===== config.mk =====
export PLATFORM = sky130hd
export DESIGN_NAME = aes_dec_mode_ctrl_flat
export DESIGN_NICKNAME = d
export VERILOG_FILES = /design/src/rtl/aes_pkg.sv /design/src/rtl/aes_dec_mode_ctrl_if.sv /design/src/rtl/aes_cbc_chain.sv /design/src/rtl/aes_dec_mode_ctrl.sv /design/src/flat_wrapper.sv
export SDC_FILE = /design/constraint.sdc
export NUM_CORES = 2
export LEC_CHECK = 0
export ABC_CLOCK_PERIOD_IN_PS = 1850
export CAP_MARGIN = 20
export CELL_PAD_IN_SITES_DETAIL_PLACEMENT = 1
export CELL_PAD_IN_SITES_GLOBAL_PLACEMENT = 2
export CORE_AREA = 2 2 455 457
export DETAILED_ROUTE_END_ITERATION = 8
export DIE_AREA = 0 0 457 459
export PLACE_DENSITY = 0.61
export SYNTH_ARGS = -nofsm -noshare
export SYNTH_HDL_FRONTEND = slang
export SYNTH_HIERARCHICAL = 1
export SYNTH_SLANG_ARGS = --single-unit

===== constraint.sdc =====
create_clock -name clk -period 1.85 [get_ports clk]
set_clock_uncertainty 0.05 [all_clocks]
set_input_delay 0.2775 -clock clk [delete_from_list [all_inputs] [get_ports clk]]
set_output_delay 0.2775 -clock clk [all_outputs]
set_load 0.02 [all_outputs]

===== src/rtl/aes_pkg.sv =====
// Shared AES definitions for the decrypt core and its mode controller.
// Holds key-size codes, fixed datapath widths, the controller's FSM state
// type and the round-count lookup.
package aes_pkg;

  localparam int unsigned BLOCK_W = 128;
  localparam int unsigned KEY_W   = 256;

  typedef enum logic [1:0] {
    AES_128 = 2'b00,
    AES_192 = 2'b01,
    AES_256 = 2'b10
  } key_size_e;

  typedef enum logic [1:0] {
    ST_IDLE,
    ST_START,
    ST_WAIT,
    ST_OUT
  } ctrl_state_e;

  // Number of rounds for a key-size code; the unused code 2'b11 maps to AES-128.
  function automatic int unsigned nr_of(input logic [1:0] mode);
    case (mode)
      AES_192: nr_of = 12;
      AES_256: nr_of = 14;
      default: nr_of = 10;
    endcase
  endfunction

endpackage


===== src/rtl/aes_dec_mode_ctrl_if.sv =====
// Stream-side bundle of the AES decrypt mode controller.
//   cfg_*  : configuration handshake (key size, CBC enable, key, IV)
//   in_*   : ciphertext valid/ready stream with last-block marker
//   out_*  : plaintext valid/ready stream with last-block marker
// master : system fabric side (drives config and ciphertext, accepts plaintext)
// slave  : controller side
interface aes_dec_mode_ctrl_if;
  import aes_pkg::*;

  logic               cfg_valid;
  logic               cfg_ready;
  logic [1:0]         cfg_mode;
  logic               cfg_cbc;
  logic [KEY_W-1:0]   cfg_key;
  logic [BLOCK_W-1:0] cfg_iv;

  logic               in_valid;
  logic               in_ready;
  logic [BLOCK_W-1:0] in_data;
  logic               in_last;

  logic               out_valid;
  logic               out_ready;
  logic [BLOCK_W-1:0] out_data;
  logic               out_last;

  modport master (
    output cfg_valid, cfg_mode, cfg_cbc, cfg_key, cfg_iv,
    input  cfg_ready,
    output in_valid, in_data, in_last,
    input  in_ready,
    input  out_valid, out_data, out_last,
    output out_ready
  );

  modport slave (
    input  cfg_valid, cfg_mode, cfg_cbc, cfg_key, cfg_iv,
    output cfg_ready,
    input  in_valid, in_data, in_last,
    output in_ready,
    output out_valid, out_data, out_last,
    input  out_ready
  );

endinterface


===== src/rtl/aes_cbc_chain.sv =====
// CBC chaining state: IV register, chaining register and the output XOR.
//   load    : capture a new IV; chaining restarts from it
//   update  : chaining register takes the ciphertext just decrypted
//   restart : chaining register returns to the stored IV (end of message)
//   cbc     : 1 applies the chaining XOR, 0 passes core output through (ECB)
//   result  : pt_in ^ chain (CBC) or pt_in (ECB), combinational
module aes_cbc_chain
  import aes_pkg::*;
(
  input  logic               clk,
  input  logic               rst_n,
  input  logic               load,
  input  logic [BLOCK_W-1:0] iv_in,
  input  logic               update,
  input  logic [BLOCK_W-1:0] ct_in,
  input  logic               restart,
  input  logic               cbc,
  input  logic [BLOCK_W-1:0] pt_in,
  output logic [BLOCK_W-1:0] result
);

  logic [BLOCK_W-1:0] iv_r;
  logic [BLOCK_W-1:0] chain_r;

  // Strobes come from distinct FSM states, so at most one is active.
  always_ff @(posedge clk) begin
    if (!rst_n) begin
      iv_r    <= '0;
      chain_r <= '0;
    end else if (load) begin
      iv_r    <= iv_in;
      chain_r <= iv_in;
    end else if (update) begin
      chain_r <= ct_in;
    end else if (restart) begin
      chain_r <= iv_r;
    end
  end

  assign result = pt_in ^ (cbc ? chain_r : '0);

endmodule


===== src/rtl/aes_dec_mode_ctrl.sv =====
// Sequencing controller for the iterative AES decrypt core.
//   clk, rst_n      : clock, synchronous active-low reset
//   bus (slave)     : config handshake, ciphertext in-stream, plaintext out-stream
//   busy            : high whenever the FSM is not idle
//   core_rst        : active-high reset for the core (= !rst_n)
//   core_start      : one-cycle start pulse per block
//   core_mode/key/ciphertext : registered core inputs, stable for a whole block
//   core_plaintext, core_done : core result; done is only honoured in WAIT
module aes_dec_mode_ctrl
  import aes_pkg::*;
(
  input  logic               clk,
  input  logic               rst_n,
  aes_dec_mode_ctrl_if.slave bus,
  output logic               busy,
  output logic               core_rst,
  output logic               core_start,
  output logic [1:0]         core_mode,
  output logic [KEY_W-1:0]   core_key,
  output logic [BLOCK_W-1:0] core_ciphertext,
  input  logic [BLOCK_W-1:0] core_plaintext,
  input  logic               core_done
);

  ctrl_state_e state, state_next;

  logic [1:0]         mode_r;
  logic               cbc_r;
  logic [KEY_W-1:0]   key_r;
  logic [BLOCK_W-1:0] ct_r;
  logic               last_r;
  logic [BLOCK_W-1:0] out_r;
  logic               cfg_ok;

  logic               cfg_load;
  logic               in_take;
  logic               chain_update;
  logic               chain_restart;
  logic               out_load;
  logic               cfg_ready_c;
  logic               in_ready_c;
  logic               out_valid_c;
  logic [BLOCK_W-1:0] chain_result;

  always_ff @(posedge clk) begin
    if (!rst_n) begin
      state  <= ST_IDLE;
      mode_r <= '0;
      cbc_r  <= 1'b0;
      key_r  <= '0;
      ct_r   <= '0;
      last_r <= 1'b0;
      out_r  <= '0;
      cfg_ok <= 1'b0;
    end else begin
      state <= state_next;
      if (cfg_load) begin
        mode_r <= (bus.cfg_mode == 2'b11) ? AES_128 : bus.cfg_mode;
        cbc_r  <= bus.cfg_cbc;
        key_r  <= bus.cfg_key;
        cfg_ok <= 1'b1;
      end
      if (in_take) begin
        ct_r   <= bus.in_data;
        last_r <= bus.in_last;
      end
      if (out_load) out_r <= chain_result;
    end
  end

  always_comb begin
    state_next    = state;
    cfg_ready_c   = 1'b0;
    in_ready_c    = 1'b0;
    out_valid_c   = 1'b0;
    core_start    = 1'b0;
    cfg_load      = 1'b0;
    in_take       = 1'b0;
    chain_update  = 1'b0;
    chain_restart = 1'b0;
    out_load      = 1'b0;
    case (state)
      ST_IDLE: begin
        cfg_ready_c = 1'b1;
        // Config wins over data in the same cycle; in_ready drops so the
        // source keeps its block for the next cycle.
        if (bus.cfg_valid) begin
          cfg_load = 1'b1;
        end else begin
          in_ready_c = cfg_ok;
          if (bus.in_valid && cfg_ok) begin
            in_take    = 1'b1;
            state_next = ST_START;
          end
        end
      end
      ST_START: begin
        core_start = 1'b1;
        state_next = ST_WAIT;
      end
      ST_WAIT: begin
        if (core_done) begin
          out_load     = 1'b1;
          chain_update = 1'b1;
          state_next   = ST_OUT;
        end
      end
      ST_OUT: begin
        out_valid_c = 1'b1;
        if (bus.out_ready) begin
          chain_restart = last_r;
          state_next    = ST_IDLE;
        end
      end
      default: state_next = ST_IDLE;
    endcase
  end

  aes_cbc_chain u_chain (
    .clk     (clk),
    .rst_n   (rst_n),
    .load    (cfg_load),
    .iv_in   (bus.cfg_iv),
    .update  (chain_update),
    .ct_in   (ct_r),
    .restart (chain_restart),
    .cbc     (cbc_r),
    .pt_in   (core_plaintext),
    .result  (chain_result)
  );

  assign bus.cfg_ready   = cfg_ready_c;
  assign bus.in_ready    = in_ready_c;
  assign bus.out_valid   = out_valid_c;
  assign bus.out_data    = out_r;
  assign bus.out_last    = last_r;
  assign busy            = (state != ST_IDLE);
  assign core_rst        = !rst_n;
  assign core_mode       = mode_r;
  assign core_key        = key_r;
  assign core_ciphertext = ct_r;

endmodule

===== src/flat_wrapper.sv =====
// flat-port wrapper written by rule: the top's interface ports become plain ports
module aes_dec_mode_ctrl_flat import aes_pkg::*;
  (clk, rst_n, busy, core_rst, core_start, core_mode, core_key, core_ciphertext, core_plaintext, core_done, bus_cfg_valid, bus_cfg_mode, bus_cfg_cbc, bus_cfg_key, bus_cfg_iv, bus_cfg_ready, bus_in_valid, bus_in_data, bus_in_last, bus_in_ready, bus_out_valid, bus_out_data, bus_out_last, bus_out_ready);
  aes_dec_mode_ctrl_if bus_i ();
  input  logic clk;
  input  logic rst_n;
  output logic busy;
  output logic core_rst;
  output logic core_start;
  output logic [1:0] core_mode;
  output logic [KEY_W-1:0] core_key;
  output logic [BLOCK_W-1:0] core_ciphertext;
  input  logic [BLOCK_W-1:0] core_plaintext;
  input  logic core_done;
  input wire logic [$bits(bus_i.cfg_valid)-1:0] bus_cfg_valid;
  input wire logic [$bits(bus_i.cfg_mode)-1:0] bus_cfg_mode;
  input wire logic [$bits(bus_i.cfg_cbc)-1:0] bus_cfg_cbc;
  input wire logic [$bits(bus_i.cfg_key)-1:0] bus_cfg_key;
  input wire logic [$bits(bus_i.cfg_iv)-1:0] bus_cfg_iv;
  output wire logic [$bits(bus_i.cfg_ready)-1:0] bus_cfg_ready;
  input wire logic [$bits(bus_i.in_valid)-1:0] bus_in_valid;
  input wire logic [$bits(bus_i.in_data)-1:0] bus_in_data;
  input wire logic [$bits(bus_i.in_last)-1:0] bus_in_last;
  output wire logic [$bits(bus_i.in_ready)-1:0] bus_in_ready;
  output wire logic [$bits(bus_i.out_valid)-1:0] bus_out_valid;
  output wire logic [$bits(bus_i.out_data)-1:0] bus_out_data;
  output wire logic [$bits(bus_i.out_last)-1:0] bus_out_last;
  input wire logic [$bits(bus_i.out_ready)-1:0] bus_out_ready;
  assign bus_i.cfg_valid = bus_cfg_valid;
  assign bus_i.cfg_mode = bus_cfg_mode;
  assign bus_i.cfg_cbc = bus_cfg_cbc;
  assign bus_i.cfg_key = bus_cfg_key;
  assign bus_i.cfg_iv = bus_cfg_iv;
  assign bus_cfg_ready = bus_i.cfg_ready;
  assign bus_i.in_valid = bus_in_valid;
  assign bus_i.in_data = bus_in_data;
  assign bus_i.in_last = bus_in_last;
  assign bus_in_ready = bus_i.in_ready;
  assign bus_out_valid = bus_i.out_valid;
  assign bus_out_data = bus_i.out_data;
  assign bus_out_last = bus_i.out_last;
  assign bus_i.out_ready = bus_out_ready;
  aes_dec_mode_ctrl u_core (.clk(clk), .rst_n(rst_n), .bus(bus_i), .busy(busy), .core_rst(core_rst), .core_start(core_start), .core_mode(core_mode), .core_key(core_key), .core_ciphertext(core_ciphertext), .core_plaintext(core_plaintext), .core_done(core_done));
endmodule

==> impl_metrics.ini <==
[place]
dpl.hpwl_um = 144000
placed_cell_area_mm2 = 0.0455
dpl.cell_count = 7436
port_buffers = 1170
gp_congestion = 0.876

[worst_setup_path]
crit_family = buffers and inverters
slowest_stage = dfxtp_2
cp.required_ns = 2.40
start_kind = flop
cp.buffers_inverters = 7
worstPathMaxFanout = 6
critPathMaxStageDelay_ns = 0.33
cp-end-kind = flop
path_cells = buf_4 > ha_4 > and3_4 > buf_6 > buf_6 > nand2b_4 > buf_12 > buf_12 > buf_12 > buf_16 > o221ai_4 > a21oi_2
crit_top_cell = buf_12
crit_type = flop to flop
critical_path_arrival_ns = 2.66

[route]
vias = 32865
drtIter0Drc = 1468
ant_nets = 0
drc_errors = 0
viasPerCell = 4.05
first_pass_iters = 5
avgRoutedWirePerCell_um = 25.1
wl_um = 204000

[cts]
tritoncts = done
htreeDepth = 3
clock_path_buffers = 3
cts_inserted_buffers = 102
cts_sinks = 775
clk_pin_slew_ns = 0.06
clkLatencyLatePin_ns = 0.76
cts-root-buf = clkbuf_16

[logic_synthesis]
synthTopCellsByArea = dfxtp_1, nand2_1, a21oi_1, o221ai_1, xnor2_1
synth_most_common_cell = nand2_1
synth_edf_count = 0
syn_area_mm2 = 0.0297
synth_top_family_by_area = compound AO/OA/AOI/OAI gates
synth_commonest_cells = nand2_1, dfxtp_1, a21oi_1
synthXorXnorAreaFrac_pct = 3.78
synth_top_area_share_pct = 52.3
ys.flop_type = dfxtp_1
synth-adder-area-share_pct = 0.211
synthDistinctLibCells = 28
synth_top_area_cell = dfxtp_1
synthMuxAreaShare_pct = 0.0674
ys_async_sr_fraction_pct = 0
yosys_warnings = 6
yosysSeqAreaShare_pct = 52.3
synthSimpleGateAreaFrac_pct = 18.2
synth-seq-cells = 775
synth_nets = 4331
synthCells = 3676
postSynthAreaPerCell_um2 = 8.07
synth_compound_area_share_pct = 20.2

[floorplan]
ios = 1171
core_region_area_mm2 = 0.206
initial_core_util_pct = 14.4
dieArea_mm2 = 0.210
rows = 167
die_y_um = 459
die_w_um = 457

[sta]
period_needed_ns = 2.11
hold_viol_final = 0
fin_crit_sh_pct = 114
slew_headroom_pct = 47.1
rsz0062_at_grt = yes
setup_slack_ns = -0.263
final_max_slew_viol_count = 0
setup_viol = 306
fmax_ghz = 0.473
tightestPinTransition_ns = 0.794

[hold_path]
hold_path.class = input pin to flop

[power_and_ir_drop]
leakagePower_uw = 0.0209
ir_drop_uv = 776
power_density_mw_per_mm2 = 961

[run_status]
outcome = finished, violations left
violations = negative setup slack

[global_route]
grt_start_max_net_pins = 120
antenna_found_initial = 48
track_usage_pct = 17.7
grt_pass1_vias = 34275
grt_overflow = 0
grt_pass1_wl_um = 265000

[finish]
final_util_pct = 27.2
fin_area_mm2 = 0.0560
fin_cells = 8106
drive_gt1_share_pct = 21.2
nets = 5963
area_growth_pct = 88.6
fill_cells = 23829

[run]
drv_cap = 0
==> cells by family after synthesis <==
| family | after synthesis |
|---|---|
| multiplexers | 2 |
| adder cells (fa/ha/maj) | 5 |
| flip-flops | 775 |
| AO/OA/AOI/OAI | 1031 |
| buffers and inverters | 304 |
| AND/OR/NAND/NOR | 1431 |
| XOR/XNOR | 128 |
==> placed cells by master (no fill, tap or decap), types with 37 or more instances in the layout <==
cell             Yosys  routed
nand2_1           1419    1406
dfxtp_1            775     705
clkdlybuf4s50_1      0     649
a21oi_1            644     624
dlygate4sd3_1        0     350
clkdlybuf4s15_2      0     210
buf_2              148     136
clkbuf_16            0     128
buf_4               18     128
xnor2_1            128     128
o221ai_2             0      99
buf_12               0      95
dlygate4sd2_1        0      86
a21boi_0           129      69
o21ai_1            120      68
a21boi_1             0      56
dfxtp_2              0      55
o21ai_2              0      55
clkdlybuf4s15_1      0      48
buf_16               0      37
==> worst min-delay path, stage by stage <==
cell	delay, ns
clkbuf_8	0.15
buf_12	0.19
a21boi_1	0.18
==> worst paths after layout <==
check	startpoint	endpoint	slack (ns)	depth (start not counted)
min	rst_n	u_core/u_chain/iv_r[88]$_SDFFE_PN0P_	0.03	3
min reg2reg	u_core/core_key[6]$_SDFFE_PN0P_	u_core/core_key[6]$_SDFFE_PN0P_	0.40	2
max reg2reg	u_core/state[1]$_SDFFE_PN0P_	u_core/u_chain/chain_r[67]$_SDFFE_PN0P_	-0.26	12
max	u_core/state[1]$_SDFFE_PN0P_	u_core/u_chain/chain_r[67]$_SDFFE_PN0P_	-0.26	12
==> what timing repair did <==
action                                  in CTS  in global routing
hold buffers                               350                  0
endpoints found under the setup margin     905                613
gates cloned                                23                 40
buffers inserted                            31                 30
resized for setup                         1752                234
pin swaps                                  144                 26
endpoints found under the hold margin      399                  0
==> per-layer routing <==
| layer | part of all wire [%] | up-vias | wire, um | global-route usage [%] |
|---|---|---|---|---|
| met5 | 0.061 | - | 125 | 0 |
| met3 | 10 | 252 | 20500 | 8.23 |
| met1 | 41 | 15947 | 84400 | 20.8 |
| met4 | 2.9 | 22 | 6000 | 6.10 |
| li1 | - | 15548 | - | - |
| met2 | 45 | 1096 | 92500 | 28.0 |
==> power by group <==
part / total (uW) / internal (uW) / leakage [uW] / switching [uW]
registers: 19300 / 18200 / 0.00638 / 1150
logic: 13800 / 6390 / 0.0128 / 7370
clock network: 20700 / 12000 / 0.00169 / 8670
==> metrics by stage <==
| step | hold WS, ns | setup slack [ns] | power, uW | TNS [ns] |
|---|---|---|---|---|
| global placement | 0.391 | -0.351 | 30200 | -145.16 |
| CTS | 0.0000596 | -0.394 | 52900 | -54.64 |
| detailed placement | 0.397 | -0.367 | 30300 | -161.87 |
| floorplan | 0.363 | 0.00817 | 24100 | 0 |
| finish | 0.0268 | -0.263 | 53800 | -34.85 |
| global route | 0.0304 | -0.353 | 56300 | -71.74 |
==> state kept, by name (all words and copies together), names as in the netlist <==
name / cells
u_core/bus.out_data: 128
u_core/core_ciphertext: 128
u_core/u_chain/chain_r: 128
u_core/cfg_ok: 1
u_core/bus.out_last: 1
u_core/core_mode: 2
u_core/u_chain/iv_r: 128
u_core/state: 2
u_core/cbc_r: 1
u_core/core_key: 256
==> area by class of cell <==
class / instances / area [um2] / share of cell area, %
clock inverter: 26 / 390 / 0.697
tap: 2704 / 3380 / 6.04
multi-input combinational: 2598 / 13800 / 24.7
timing repair buffer: 1819 / 19500 / 34.8
antenna: 18 / 45.0 / 0.0805
inverter: 9 / 93.8 / 0.168
timing repair inverter: 3 / 71.3 / 0.127
sequential: 775 / 15600 / 27.9
clock buffer: 154 / 3070 / 5.48
Note: power is estimated with default switching activity, not from simulation.
